`src/rtl/exception_ctrl.sv`:
```
// exception_ctrl: latches interrupts, prioritises exceptions and interrupts, and sequences handler entry and exit.
module exception_ctrl #(
  parameter int N_IRQ = 8,
  parameter int XLEN  = 64
) (
  input  logic             clock,
  input  logic             reset_n,
  input  logic [N_IRQ-1:0] irq,
  input  logic             mask_we,
  input  logic [N_IRQ-1:0] mask_wdata,
  input  logic             exc_valid,
  input  logic [4:0]       exc_code,
  input  logic [XLEN-1:0]  exc_pc,
  input  logic             ex_valid,
  input  logic [XLEN-1:0]  ex_pc,
  input  logic             branch_pending,
  input  logic             stall,
  input  logic             eret,
  output logic             takenHandler,
  output logic [XLEN-1:0]  EPC,
  output logic [4:0]       cause_code,
  output logic [3:0]       cause_irq,
  output logic             in_handler,
  output logic [N_IRQ-1:0] pending,
  output logic             double_fault
);
  typedef enum logic [1:0] {S_IDLE, S_WAIT, S_TAKE, S_HANDLER} state_t;
  state_t state, state_nx;
  logic [N_IRQ-1:0] irq_q, mask, rise, req_vec, win_oh, clr;
  logic [3:0] win_idx;
  logic idle_like, safe, req_irq, cap_exc, cap_irq;
  assign rise      = irq & ~irq_q;
  assign req_vec   = pending & mask;
  assign req_irq   = |req_vec;
  assign win_oh    = req_vec & (~req_vec + 1'b1);
  assign safe      = ex_valid & ~branch_pending & ~stall;
  assign idle_like = (state == S_IDLE) || (state == S_WAIT);
  assign cap_exc   = idle_like & exc_valid;
  assign cap_irq   = idle_like & ~exc_valid & req_irq & safe;
  assign clr       = cap_irq ? win_oh : '0;
  assign takenHandler = (state == S_TAKE);
  assign in_handler   = (state == S_HANDLER);
  always_comb begin
    win_idx = '0;
    for (int i = N_IRQ - 1; i >= 0; i--)
      if (req_vec[i]) win_idx = 4'(i);
  end
  always_comb begin
    state_nx = state;
    if (idle_like)
      state_nx = exc_valid ? S_TAKE : !req_irq ? S_IDLE : safe ? S_TAKE : S_WAIT;
    else if (state == S_TAKE)
      state_nx = S_HANDLER;
    else
      state_nx = eret ? S_IDLE : S_HANDLER;
  end
  always_ff @(posedge clock or negedge reset_n) begin
    if (!reset_n) begin
      state        <= S_IDLE;
      irq_q        <= '0;
      pending      <= '0;
      mask         <= '0;
      EPC          <= '0;
      cause_code   <= '0;
      cause_irq    <= '0;
      double_fault <= 1'b0;
    end else begin
      state        <= state_nx;
      irq_q        <= irq;
      // a fresh edge on the line being captured re-arms it
      pending      <= (pending & ~clr) | rise;
      mask         <= mask_we ? mask_wdata : mask;
      EPC          <= cap_exc ? exc_pc : cap_irq ? ex_pc : EPC;
      cause_code   <= cap_exc ? exc_code : cap_irq ? 5'd0 : cause_code;
      cause_irq    <= cap_irq ? win_idx : cause_irq;
      double_fault <= double_fault | (in_handler & exc_valid);
    end
  end
endmodule

```
`config.mk`:
```
export PLATFORM = sky130hd
export DESIGN_NAME = exception_ctrl
export DESIGN_NICKNAME = d
export VERILOG_FILES = /design/src/rtl/exception_ctrl.sv
export SDC_FILE = /design/constraint.sdc
export NUM_CORES = 1
export LEC_CHECK = 0
export CAP_MARGIN = 20
export CORE_MARGIN = 8
export CORE_UTILIZATION = 39
export DETAILED_ROUTE_END_ITERATION = 8
export GPL_TIMING_DRIVEN = 0
export HOLD_SLACK_MARGIN = 0.06
export PLACE_DENSITY_LB_ADDON = 0.2
export SETUP_SLACK_MARGIN = 0.1
export SLEW_MARGIN = 40
export SYNTH_ARGS = -nofsm -noshare
export SYNTH_HDL_FRONTEND = slang
export SYNTH_SLANG_ARGS = --single-unit
export TNS_END_PERCENT = 10
```
`constraint.sdc`:
```
create_clock -name clock -period 2.45 [get_ports clock]
set_clock_uncertainty 0.1 [all_clocks]
set_input_delay 0.245 -clock clock [delete_from_list [all_inputs] [get_ports clock]]
set_output_delay 0.245 -clock clock [all_outputs]
set_load 0.01 [all_outputs]
```
# ---- Yosys cells after proc, flatten, opt, wreduce, memory -nomap -nowiden
# Cells that the tools add are included.
dict set report word_totals {
  reg_bits 100
  out_inout_bits 84
}
dict set report classes {
  addsub 1
  eq_ne 3
  n_mux 19
  n_bitwise 19
  reduce_logical 4
}
# cell n
set ops {}
lappend ops {{64-bit 2-to-1 mux} 2}
lappend ops {{8-bit bitwise AND} 4}
lappend ops {{4-bit 2-to-1 mux} 6}
lappend ops {{8-bit NOT} 3}
lappend ops {{2-bit 2-to-1 mux} 6}
lappend ops {{5-bit 2-to-1 mux} 2}
lappend ops {{8-bit by 1-bit adder with 8-bit output, second input constant} 1}
lappend ops {{8-bit 2-to-1 mux} 1}
lappend ops {{8-bit OR} 1}
lappend ops {{8-bit OR reduction} 1}
lappend ops {{1-bit bitwise AND} 7}
lappend ops {{3-bit 2-to-1 mux} 2}
lappend ops {{2-bit == test, second input constant} 2}
lappend ops {{1-bit NOT} 3}
lappend ops {{2-bit by 1-bit == test with 1-bit output, second input constant} 1}
lappend ops {{2-bit logical NOT} 1}
lappend ops {{2-bit nonzero test} 1}
lappend ops {{1-bit logical OR} 1}
lappend ops {{1-bit OR} 1}

# ---- Logic depth before layout (Yosys ltp)
# Gate-level depths: netlist of the first run.
dict set report logic_depth {
  depth_word 9
  depth_mapped 7
}

# ---- Worst setup path after synthesis of the first run
# OpenSTA, ideal clock, no wires.
dict set report synth_timing {
  path_type {register to register}
  start {reg state[1]}
  end {reg pending[7]}
  arrival_ns 1.725
  required_ns 2.229
  path_slack_ns 0.504
  path_stages_with_launch 6
  cell_sequence {dfrtp_1 -> or4b_1 -> buf_2 -> nor4_1 -> nand3_1 -> a22o_1}
}
dict set report synth_via {
  elab_chain_cells 9
  elab_cells_between_ends 10
  classes_between {1 x eq/ne; 1 x mux; 6 x bitwise; 2 x reduce/logical}
}
# element line
set synth_rtl {}
lappend synth_rtl {{from (decl)} 28} ;# state_t state, state_nx;
lappend synth_rtl {{from (signal assigned)} 68} ;# state <= state_nx;
lappend synth_rtl {{2-bit by 1-bit == test with 1-bit output / 2-bit logical NOT (equally long branches)} 37} ;# assign idle_like = (state == S_IDLE) || (state == S_WAIT);
lappend synth_rtl {{1-bit logical OR *} 37}
lappend synth_rtl {{1-bit bitwise AND * (3 in series)} 39} ;# assign cap_irq = idle_like & ~exc_valid & req_irq & safe;
lappend synth_rtl {{8-bit 2-to-1 mux *} 40} ;# assign clr = cap_irq ? win_oh : '0;
lappend synth_rtl {{8-bit NOT *} 71} ;# pending <= (pending & ~clr) | rise;
lappend synth_rtl {{8-bit bitwise AND *} 71}
lappend synth_rtl {{8-bit OR *} 71}
lappend synth_rtl {{to (signal assigned)} 71}
lappend synth_rtl {{to (decl)} 24} ;# output logic [N_IRQ-1:0] pending,
# Every way passes the cells marked *; elsewhere a longest branch is shown, timed or not.
# A chain may end at the register's enable or synchronous reset.

# ---- Worst setup path in the final report of the first run
dict set report layout_timing {
  start {reg state[1]}
  end {reg EPC[24]}
}
dict set report layout_via {
  elab_chain_cells 6
  elab_cells_between_ends 9
  classes_between {1 x eq/ne; 1 x mux; 4 x bitwise; 3 x reduce/logical}
}
# element line
set layout_rtl {}
lappend layout_rtl {{2-bit by 1-bit == test with 1-bit output / 2-bit logical NOT (equally long branches)} 37}
lappend layout_rtl {{1-bit logical OR *} 37}
lappend layout_rtl {{1-bit bitwise AND (3 in series)} 39}
lappend layout_rtl {{2-bit nonzero test (no line)} n/a}
lappend layout_rtl {{to (signal assigned)} 73} ;# EPC <= cap_exc ? exc_pc : cap_irq ? ex_pc : EPC;
lappend layout_rtl {{to (decl)} 20} ;# output logic [XLEN-1:0] EPC,
# Marks and branches as above.

==> results of run 1 <==
==> power by group through the flow <==
stage / clock network [W] / registers [W] / logic, W
global route: 0.00113 / 0.00271 / 0.00351
CTS: 0.00107 / 0.00263 / 0.00325
global placement: 0 / 0.00263 / 0.00316
floorplan: 0 / 0.00290 / 0.00103
detailed placement: 0 / 0.00266 / 0.00324
finish: 0.00105 / 0.00264 / 0.00320
==> area by class of cell <==
type | count | share of cell area
buffer | 33 | 0.02244
clock buffer | 11 | 0.01981
clock inverter | 3 | 0.005610
inverter | 8 | 0.004208
multi-input combinational | 340 | 0.2365
sequential | 99 | 0.3471
tap | 140 | 0.02454
timing repair buffer | 240 | 0.3398
==> repair_timing <==
| item | 4_1_cts | 5_1_grt |
|---|---|---|
| endpoints found under the hold margin | 99 | 0 |
| hold buffers | 1 | 0 |
| setup endpoints to repair | 0 | 58 |
| gates resized for setup | 0 | 6 |
==> stage by stage <==
step	cell area (um^2)	instances	hold slack, ns
after floorplan	4342	480	-0.1506
after global placement	6899	858	0.3383
after detailed placement	6932	859	0.06110
after CTS	7123	874	0.2199
after global routing	7137	874	0.2205
final	7137	874	0.2385
==> cell usage after synthesis (all sizes together) <==
cell     instances
o2bb2ai          1
o21ai            7
a22o            11
and2             2
nand2b           1
nand2           84
dfrtp           99
buf             15
a22oi            4
a21oi          135
clkbuf          18
conb             1
or4b             1
nand4            4
nor2b            2
mux2             8
inv              8
nor4             1
a2bb2oi          1
a21o             1
a21boi           1
a41o             1
nor2            66
nand3            5
a31oi            2
a41oi            1
==> worst reg2reg max path, delay by kind of cell, from the launching register on <==
kind	cells	cell delay (ns)
AND/OR/NAND/NOR	1	0.53
buffers and inverters	3	0.53
flip-flops	1	0.45
AO/OA/AOI/OAI	3	0.60
==> final timing paths <==
check / from / to / slack, ns / depth (start not counted)
min reg2reg: double_fault$_DFF_PN0_ / double_fault$_DFF_PN0_ / 0.37 / 1
min: reset_n / pending[4]$_DFF_PN0_ / 0.24 / 2
max in group asynchronous: reset_n / EPC[10]$_DFFE_PN0P_ / 1.41 / 3
max reg2reg: state[1]$_DFF_PN0_ / EPC[24]$_DFFE_PN0P_ / 0.16 / 7
min in group clock: irq[6] / irq_q[6]$_DFF_PN0_ / 0.24 / 1
max: state[1]$_DFF_PN0_ / EPC[24]$_DFFE_PN0P_ / 0.16 / 7
==> flip-flops by register name, indices dropped and copies added (netlist names) <==
name          flops
pending           8
cause_irq         3
double_fault      1
state             2
mask              8
cause_code        5
irq_q             8
EPC              64
==> cells in the final DEF (no fill, tap or decap), types with 2 or more instances in the layout <==
cell and count:
a22o_1 11, dfrtp_1 99, clkbuf_8 10, a21oi_1 135, nor2_1 65, buf_6 2, a22oi_1 3, inv_1 8
nor2b_1 2, nand3_1 5, clkbuf_2 2, buf_2 12, clkdlybuf4s50_1 237, clkinv_2 2, nand4_1 4, clkbuf_1 17
mux2_2 8, o21ai_0 7, a31oi_1 2, and2_1 2, nand2_1 84
==> logic make-up (layout without fill, tap and decap cells) <==
group | count (synthesis) | after routing
buf+inv | 41 | 295
mux | 8 | 8
simple gates | 166 | 166
compound gates | 165 | 165
other cells | 1 | 1
flops | 99 | 99
==> layer usage <==
| layer | vias up | wire [um] | global-route usage |
|---|---|---|---|
| li1 | 2130 | - | - |
| met1 | 2118 | 5950 | 0.2298 |
| met2 | 210 | 7696 | 0.3507 |
| met3 | 26 | 1804 | 0.09679 |
| met4 | 0 | 393 | 0.09098 |
| met5 | - | 0 | 0 |
==> out/qor.csv, run 1 <==
stage;metric;value;unit
status;status;finished clean;
yosys;Synth Area in XOR/XNOR;0;
placed_design;gpl congestion;0.8254;
clocking;CTS tree;yes;
yosys;Synth area leader;dfrtp_1;
pwr;Pwr per Cell Area;964.3;nW/um^2
detailed_routing;Iter 0 DRT Violations;256;
pwr;Flop pwr share;0.383;
yosys;synthesized area;4342;um^2
finish;Multi-input gate area;1688;um^2
global_routing;largest net degree at the start of global routing;57;
pwr;Sw Share;0.3502;
finish;FILL cells;931;
sta;post-route setup TNS;0;ns
detailed_routing;antenna-violating nets left;0;
sta;Max-slew headroom;0.5950;
yosys;Seq/Total Area, Yosys;0.5706;
yosys;main combinational cell family by area after synthesis;compound AO/OA/AOI/OAI gates;
placed_design;Place WS;-0.2975;ns
finish;Layout area overhead;64.38;%
global_routing;GRT overflow;0;
detailed_routing;DRC;0;
detailed_routing;Routed wire per std cell;18.13;um
clocking;Setup Buffers After CTS;0;
critical_path;CP max-delay cell;or4b_1;
sta;RSZ-0062 raised after global routing;true;
critical_path;crit path DAT;2.49;ns
detailed_routing;vias post-DR;4484;
pwr;logic gate share of total power;0.465;
floorplan;core area;10840;um^2
floorplan;Rows;38;
global_routing;first-pass GRT wire length;24260;um
sta;worst setup slack after layout;0.1593;ns
critical_path;startpoint class of the critical path;register;
pwr;leakage power;3.087;nW
sta;Final setup viols;0;
yosys;Synth Area per Inst;9.045;um^2
detailed_routing;WL final;15840;um
pwr;IR drop worst, VDD;657.2;uV
yosys;adder-cell area share of the yosys netlist;0;
yosys;synthesis warning total;0;
sta;Slew @ Worst Pin;0.6075;ns
yosys;synth unique cells;29;
pwr;clock power share;0.152;
critical_path;max incr delay on CP;0.53;ns
global_routing;initial antenna violation count;0;
floorplan;DIE WIDTH;121.5;um
floorplan;Die ar.;14760;um^2
yosys;Synth Area in Compound Gates;0.2118;
yosys;Post-Syn Nets;637;
clocking;clock slew at reported path FFs;0.09;ns
flow_run;Max-Cap Viols;0;
sta;final hold vios;0;
critical_path;Critical Path Fanout Max;10;
critical_path;family with the most delay on the worst path;compound AO/OA/AOI/OAI gates;
clocking;Clk Latency, worst-skew pair;0.37;ns
sta;Slew Limit Fails;0;
global_routing;vias in the first global route;4702;
detailed_routing;Pre-antenna DRT Iters;5;
yosys;mux contribution to synthesized area;0.02075;
sta;minimum clock period;2.291;ns
critical_path;worst path bufs/invs;3;
clocking;CTS Sinks;99;
critical_path;critical setup path kind;register to register;
global_routing;Total GRT Usage;0.2117;
finish;layout cell share with drive strength beyond 1;0.05995;
sta;crit share post-route;0.9350;
finish;nets;888;
pwr;internal power;0.004472;W
clocking;H-tree lvl count;3;
yosys;synthesized netlist cell count;480;
yosys;Synth Register Bits;99;
yosys;Synth Area in Simple Gates;0.1527;
yosys;area share of the largest cell type after synthesis;0.5706;
floorplan;Initial Utilization;0.4005;
finish;register area;2477;um^2
pwr;Net Sw Power;0.002411;W
pwr;Pwr Total;0.006882;W
min_path;Hold Crit Class;input port to asynchronous set/reset pin;
clocking;Inserted Clock Buffers;9;
yosys;top cells by area, synth;dfrtp_1 (57%), a21oi_1 (16%), nand2_1 (7.3%);
floorplan;die height;121.5;um
sta;f_max;436.6;MHz
finish;n_diodes;0;
critical_path;CP cell instances;or4b_1, buf_2, a41oi_4, buf_6, buf_6, a21oi_1, a21oi_1;
placed_design;post-DP HPWL;12200;um
floorplan;I/O Pins;241;
detailed_routing;routed vias/inst;5.130;
clocking;Root Driver;clkbuf_8;
critical_path;endpoint class of the critical path;register;
critical_path;Req. time, crit path;2.65;ns
clocking;CTS max path bufs;2;
placed_design;IO Port Bufs;238;
finish;Final Util;0.6584;
Note: power is estimated with default switching activity, not from simulation.
==> inputs of run 2 (changes only) <==
Settings changed: SKIP_LAST_GASP from default to 1.
==> results of run 2 <==
No change in the layout: final DEF, timing and power equal those of run 1.
